**src/rtl/shifter_pkg.sv**
```systemverilog
// Shared opcode encoding and helpers for the pipelined barrel shifter.
package shifter_pkg;

    typedef logic [2:0] op_t;

    localparam op_t OP_SLL = 3'b000;
    localparam op_t OP_SRL = 3'b001;
    localparam op_t OP_SRA = 3'b010;
    localparam op_t OP_ROL = 3'b011;
    localparam op_t OP_ROR = 3'b100;

    // Latency and capacity of a shifter equal the number of registered stages.
    function automatic int popcount(input logic [31:0] mask);
        int n;
        n = 0;
        for (int i = 0; i < 32; i++) begin
            n += int'(mask[i]);
        end
        return n;
    endfunction

endpackage

```
**src/rtl/shifter_stage.sv**
```systemverilog
// One log stage of the barrel shifter: shift by DIST when the matching shamt bit is set,
// optionally followed by a one-entry slot register with valid/ready flow control.
module shifter_stage
    import shifter_pkg::*;
#(
    parameter int WIDTH      = 32,
    parameter int TAG_W      = 5,
    parameter int DIST       = 1,
    parameter bit REGISTERED = 1'b1
) (
    input  logic                       clock,
    input  logic                       reset_n,
    input  logic                       in_valid,
    output logic                       in_ready,
    input  logic [WIDTH-1:0]           in_data,
    input  logic [$clog2(WIDTH)-1:0]   in_shamt,
    input  logic [2:0]                 in_op,
    input  logic [TAG_W-1:0]           in_tag,
    output logic                       out_valid,
    input  logic                       out_ready,
    output logic [WIDTH-1:0]           out_data,
    output logic [$clog2(WIDTH)-1:0]   out_shamt,
    output logic [2:0]                 out_op,
    output logic [TAG_W-1:0]           out_tag
);

    localparam int SHAMT_W = $clog2(WIDTH);
    localparam int BIT     = $clog2(DIST);

    function automatic logic [WIDTH-1:0] shift_dist(input logic [WIDTH-1:0] d, input op_t op);
        logic signed [WIDTH-1:0] d_s;
        d_s = d;
        case (op)
            OP_SLL:  return d << DIST;
            OP_SRL:  return d >> DIST;
            OP_SRA:  return $unsigned(d_s >>> DIST);
            OP_ROL:  return {d[WIDTH-1-DIST:0], d[WIDTH-1 -: DIST]};
            OP_ROR:  return {d[DIST-1:0], d[WIDTH-1:DIST]};
            default: return d;
        endcase
    endfunction

    logic [WIDTH-1:0] shifted;
    assign shifted = in_shamt[BIT] ? shift_dist(in_data, in_op) : in_data;

    if (REGISTERED) begin : g_reg
        logic               vld_q,   vld_d;
        logic [WIDTH-1:0]   data_q,  data_d;
        logic [SHAMT_W-1:0] shamt_q, shamt_d;
        logic [2:0]         op_q,    op_d;
        logic [TAG_W-1:0]   tag_q,   tag_d;
        logic               advance;

        // The slot may load whenever it is empty or its occupant leaves this cycle.
        assign advance = !vld_q || out_ready;

        always_comb begin
            vld_d   = vld_q;
            data_d  = data_q;
            shamt_d = shamt_q;
            op_d    = op_q;
            tag_d   = tag_q;
            if (advance) begin
                vld_d   = in_valid;
                data_d  = shifted;
                shamt_d = in_shamt;
                op_d    = in_op;
                tag_d   = in_tag;
            end
        end

        always_ff @(posedge clock) begin
            if (!reset_n) begin
                vld_q   <= 1'b0;
                data_q  <= '0;
                shamt_q <= '0;
                op_q    <= '0;
                tag_q   <= '0;
            end else begin
                vld_q   <= vld_d;
                data_q  <= data_d;
                shamt_q <= shamt_d;
                op_q    <= op_d;
                tag_q   <= tag_d;
            end
        end

        assign in_ready  = advance;
        assign out_valid = vld_q;
        assign out_data  = data_q;
        assign out_shamt = shamt_q;
        assign out_op    = op_q;
        assign out_tag   = tag_q;
    end else begin : g_comb
        logic unused_clk;
        assign unused_clk = clock ^ reset_n;

        assign in_ready  = out_ready;
        assign out_valid = in_valid;
        assign out_data  = shifted;
        assign out_shamt = in_shamt;
        assign out_op    = in_op;
        assign out_tag   = in_tag;
    end

endmodule

```
**src/rtl/pipelined_barrel_shifter.sv**
```systemverilog
// Parametrised shift/rotate unit built from log stages, each optionally registered,
// with valid/ready backpressure and a tag returned alongside each result.
module pipelined_barrel_shifter
    import shifter_pkg::*;
#(
    parameter int WIDTH = 32,
    localparam int SHAMT_W = $clog2(WIDTH),
    parameter int TAG_W = 5,
    parameter logic [SHAMT_W-1:0] REG_STAGES = {SHAMT_W{1'b1}}
) (
    input  logic               clock,
    input  logic               reset_n,
    input  logic               in_valid,
    output logic               in_ready,
    input  logic [WIDTH-1:0]   in_data,
    input  logic [SHAMT_W-1:0] in_shamt,
    input  logic [2:0]         in_op,
    input  logic [TAG_W-1:0]   in_tag,
    output logic               out_valid,
    input  logic               out_ready,
    output logic [WIDTH-1:0]   out_data,
    output logic [TAG_W-1:0]   out_tag
);

    // Index k is the input of stage k; index SHAMT_W is the block output.
    logic               vld_s   [SHAMT_W+1];
    logic               rdy_s   [SHAMT_W+1];
    logic [WIDTH-1:0]   data_s  [SHAMT_W+1];
    logic [SHAMT_W-1:0] shamt_s [SHAMT_W+1];
    logic [2:0]         op_s    [SHAMT_W+1];
    logic [TAG_W-1:0]   tag_s   [SHAMT_W+1];

    assign vld_s[0]        = in_valid;
    assign data_s[0]       = in_data;
    assign shamt_s[0]      = in_shamt;
    assign op_s[0]         = in_op;
    assign tag_s[0]        = in_tag;
    assign in_ready        = rdy_s[0];
    assign rdy_s[SHAMT_W]  = out_ready;
    assign out_valid       = vld_s[SHAMT_W];
    assign out_data        = data_s[SHAMT_W];
    assign out_tag         = tag_s[SHAMT_W];

    logic unused_tail;
    assign unused_tail = ^{op_s[SHAMT_W], shamt_s[SHAMT_W]};

    for (genvar k = 0; k < SHAMT_W; k++) begin : g_stage
        shifter_stage #(
            .WIDTH      (WIDTH),
            .TAG_W      (TAG_W),
            .DIST       (2 ** k),
            .REGISTERED (REG_STAGES[k])
        ) u_stage (
            .clock     (clock),
            .reset_n   (reset_n),
            .in_valid  (vld_s[k]),
            .in_ready  (rdy_s[k]),
            .in_data   (data_s[k]),
            .in_shamt  (shamt_s[k]),
            .in_op     (op_s[k]),
            .in_tag    (tag_s[k]),
            .out_valid (vld_s[k+1]),
            .out_ready (rdy_s[k+1]),
            .out_data  (data_s[k+1]),
            .out_shamt (shamt_s[k+1]),
            .out_op    (op_s[k+1]),
            .out_tag   (tag_s[k+1])
        );
    end

endmodule

```
**config.mk**
```make
export PLATFORM = sky130hd
export DESIGN_NAME = pipelined_barrel_shifter
export DESIGN_NICKNAME = d
export VERILOG_FILES = /design/src/rtl/shifter_pkg.sv /design/src/rtl/shifter_stage.sv /design/src/rtl/pipelined_barrel_shifter.sv
export SDC_FILE = /design/constraint.sdc
export NUM_CORES = 1
export LEC_CHECK = 0
export ABC_AREA = 0
export BUFFER_PORTS_ARGS = -buffer_cell sky130_fd_sc_hd__buf_2
export CAP_MARGIN = 20
export CORE_MARGIN = 3
export CORE_UTILIZATION = 40
export CTS_BUF_LIST = sky130_fd_sc_hd__clkbuf_8
export DETAILED_ROUTE_END_ITERATION = 7
export PLACE_DENSITY = 0.66
export SLEW_MARGIN = 30
export SYNTH_ARGS = -nofsm -noshare
export SYNTH_HDL_FRONTEND = slang
export SYNTH_HIERARCHICAL = 1
export SYNTH_SLANG_ARGS = --single-unit
```
**constraint.sdc**
```tcl
create_clock -name clock -period 4.7 [get_ports clock]
set_input_delay 0.47 -clock clock [delete_from_list [all_inputs] [get_ports clock]]
set_output_delay 0.47 -clock clock [all_outputs]
set_load 0.1 [all_outputs]
```
Word level (Yosys, flattened, before mapping)
Cells that the tools add are included.

operators by class
  equality and inequality tests = 20
  muxes and demuxes = 10
  reduce and logical (&&, ||, !) cells = 16

operators by type and width
  operator            number
  $pmux 32 s5         4
  $mux 32             5
  $pmux 32 s4         1
  $eq 3x2->1 const B  10
  $eq 3x1->1 const B  5
  $eq 3x3->1 const B  5
  $logic_not 3->1     5
  $logic_not 1->1     5
  $logic_or 1x1->1    5
  $reduce_or 2->1     1

storage, ports and cells
  register bits = 222
  input port bits = 49
  output and inout bits = 39
  logic and storage cells = 69

Logic depth before layout (Yosys ltp)
  depth after elaboration = 6
  gate-level depth with buffers = 24

By module
The synthesis kept the hierarchy.

by module, submodules not included
  module                               times used  cells an instance  area each (um^2)
  shifter_stage at g_stage[1].u_stage  1           415                3273.1
  shifter_stage at g_stage[0].u_stage  1           446                3270.6
  shifter_stage at g_stage[2].u_stage  1           408                3181.8
  shifter_stage at g_stage[3].u_stage  1           372                2874.0
  shifter_stage at g_stage[4].u_stage  1           315                2565.0

Worst setup path after synthesis
OpenSTA, ideal clock, no wires.

  path kind = reg2out
  start = register g_stage[4].u_stage.g_reg.vld_q
  end = output port in_ready
  arrival = 4.643 ns
  setup slack = -0.413 ns
  stages on the path, launching flop included = 23
  cells stage by stage = dfxtp_1 -> nor2b_1 -> buf_6 -> inv_6 -> buf_4 -> buf_2 -> nor2b_1 -> buf_2 -> inv_2 -> buf_2 -> nor2b_1 -> inv_1 -> buf_2 -> clkbuf_1 -> nor2b_1 -> clkbuf_1 -> inv_1 -> clkbuf_1 -> buf_2 -> nor2b_1 -> buf_2 -> inv_1 -> clkbuf_1

RTL lines
  item                      RTL line                        source
  start: declaration        shifter_stage.sv:47             logic vld_q, vld_d;
  start signal: assignment  shifter_stage.sv:80             vld_q <= vld_d;
  end: declaration          pipelined_barrel_shifter.sv:14  output logic in_ready,

==> reports/qor.txt <==
Clock Root Buffer: clkbuf_8
CP Data Required Time: 4230 ps
post-route cell area: 15,600 um2
Slew @ Worst Pin: 981 ps
Initial DRC Count: 1,508
minimum clock period: 4000 ps
CTS tree: done
Total GRT Usage: 22.8%
CP Depth: 13
clk buf depth: 3
CTS H-tree lvls: 2
relative slew slack: 34.6%
Core ar.: 35,700 um2
Reg clk slew, reported paths: 60 ps
hold_buf cts: 0
reg2reg end: g_stage[0].u_stage/out_data[21]
family with the most delay on the worst path: buffers and inverters
DR vias/cell: 6.40
Finish-stage setup viols: 0
row count: 69
grt ovf: 0
clk sinks: 212
clock skew: 27.5 ps
Setup crit start kind: flip-flop
RSZ-0062 raised after global routing: no
wire per inst: 19.9 um
net count after synthesis: 1,937
first-pass GRT wire length: 74.4 mm
Layout area overhead: 7.09%
FF-to-FF setup slack: 1440 ps
hpwl dp: 30.2 mm
Ports: 88
Die W: 197 um
yosys warns: 6
placed cell area: 14,900 um2
post-CTS resize count: 0
CP endpoint: in_ready
DRT antenna net count: 0
Tcrit/Tclk final: 85.1%
total power: 4.77 mW
Die Ht: 197 um
gpl congestion: 0.874
max-cap viol count: 0
CP Cell Sequence: nor2b_1 -> buf_4 -> inv_6 -> nor2b_2 -> inv_2 -> nor2b_2 -> inv_1 -> nor2b_4 -> inv_1 -> buf_4 -> nor2b_4 -> inv_1 -> buf_2
FF-to-FF Start: g_stage[4].u_stage/out_valid
R2R depth: 15
die area: 38,800 um2
Multi-input gate area: 9240 um2
share of cells above drive strength 1: 13.6%
# Post-CTS Setup Buffers: 0
Initial DRT Pass Iterations: 6
Pwr Density: 305 nW/um2
pin count of the biggest net entering global routing: 74
crit path from: g_stage[4].u_stage/out_valid
fin nets: 1,890
Reg area: 4250 um2
Lkg Pwr: 5.56 nW
Peak Freq: 250 MHz
DR DRC count: 0
DR vias: 14.9k
Setup CP Type: reg -> out
largest fanout on the critical path: 47
antenna violations before repair: 0
clk_lat worst skew: 560 ps
vias in the first global route: 13.7k
Slowest-stage cell, CP: buf_2
Fin. Hold Viols: 0
outcome: completed
fillers: 3,694
CP Capture Type: output port
Initial Util: 40.8%
Hold Path Class: in -> reg
most frequent cells in the layout: 207 x dfxtp_1, 197 x o21ai_0, 172 x a21oi_1, 149 x nand2_1, 97 x nor2_1
Port Buffers: 87
most used cell along the critical path: inv_1
WP data arrival: 3530 ps
syn_area_per_cell: 7.72 um2
Routed WL: 46.3 mm
Synth Instances: 1,888
dpl ws: 1060 ps
synthesized area: 14,600 um2
Num CTS Buffers: 40
Max VDD drop: 0.000195 V
CP bufs+invs: 8
most common cell after layout, fill and taps aside: dfxtp_1
ant diodes: 0
Crit path largest cell delay: 540 ps
Slew Limit Fails: 0
Final TNS setup: 0 ps
PnR worst setup slack: 702 ps
## metrics by stage
stage	instances	utilization, %	hold slack (ps)
floorplan	1888	-	429
global placement	2260	41.6	442
detailed placement	2260	41.6	447
CTS	2324	43.7	140
global route	2324	43.7	168
finish	2324	43.7	170
## final cells by class
cell class,count,share of cell area (%)
flip-flops and latches,212,27.2
clock buffers,42,3.70
multi-input cells,1433,59.2
repair buffers,118,4.28
clock inverters,22,1.04
well taps,461,3.69
inverters,36,0.897
## report_power, final
part,internal (mW),total (mW),switching [mW]
registers,1.92,2.13,0.213
logic,0.366,0.890,0.524
clock network,0.933,1.75,0.814
total,3.21,4.77,1.55
## registers in the layout, indices dropped and copies added (netlist names)
name,count
g_stage.u_stage/out_valid,5
g_stage.u_stage/out_data,160
g_stage.u_stage/out_tag,25
g_stage.u_stage/out_shamt,10
g_stage.u_stage/out_op,12
## worst min path at each step
stage                             startpoint                               to  slack (ps)  depth (start not counted)
2_1_floorplan   g_stage[2].u_stage/out_op[2]     g_stage[2].u_stage/out_op[2]         430                          2
3_3_place_gp   g_stage[0].u_stage/out_tag[1]    g_stage[0].u_stage/out_tag[1]         440                          2
3_5_place_dp   g_stage[2].u_stage/out_tag[0]    g_stage[2].u_stage/out_tag[0]         450                          2
4_1_cts                            in_tag[3]    g_stage[0].u_stage/out_tag[3]         140                          3
5_1_grt                          in_shamt[2]  g_stage[0].u_stage/out_shamt[2]         170                          3
6_report                           in_tag[3]    g_stage[0].u_stage/out_tag[3]         170                          3
## metal layers
layer	global-route usage (%)	part of all wire, %	up-vias
met4	8.82	3.5	0
met3	3.04	8.2	116
met5	0	0	-
met2	34.8	44	728
met1	32.8	44	7057
li1	-	-	6984
## tightest hold or removal path, delay by kind of cell
kind,cells,cell delay (ps)
AO/OA/AOI/OAI,1,50
AND/OR/NAND/NOR,1,40
buffers and inverters,1,90
Power figures use the tool's default switching activity.
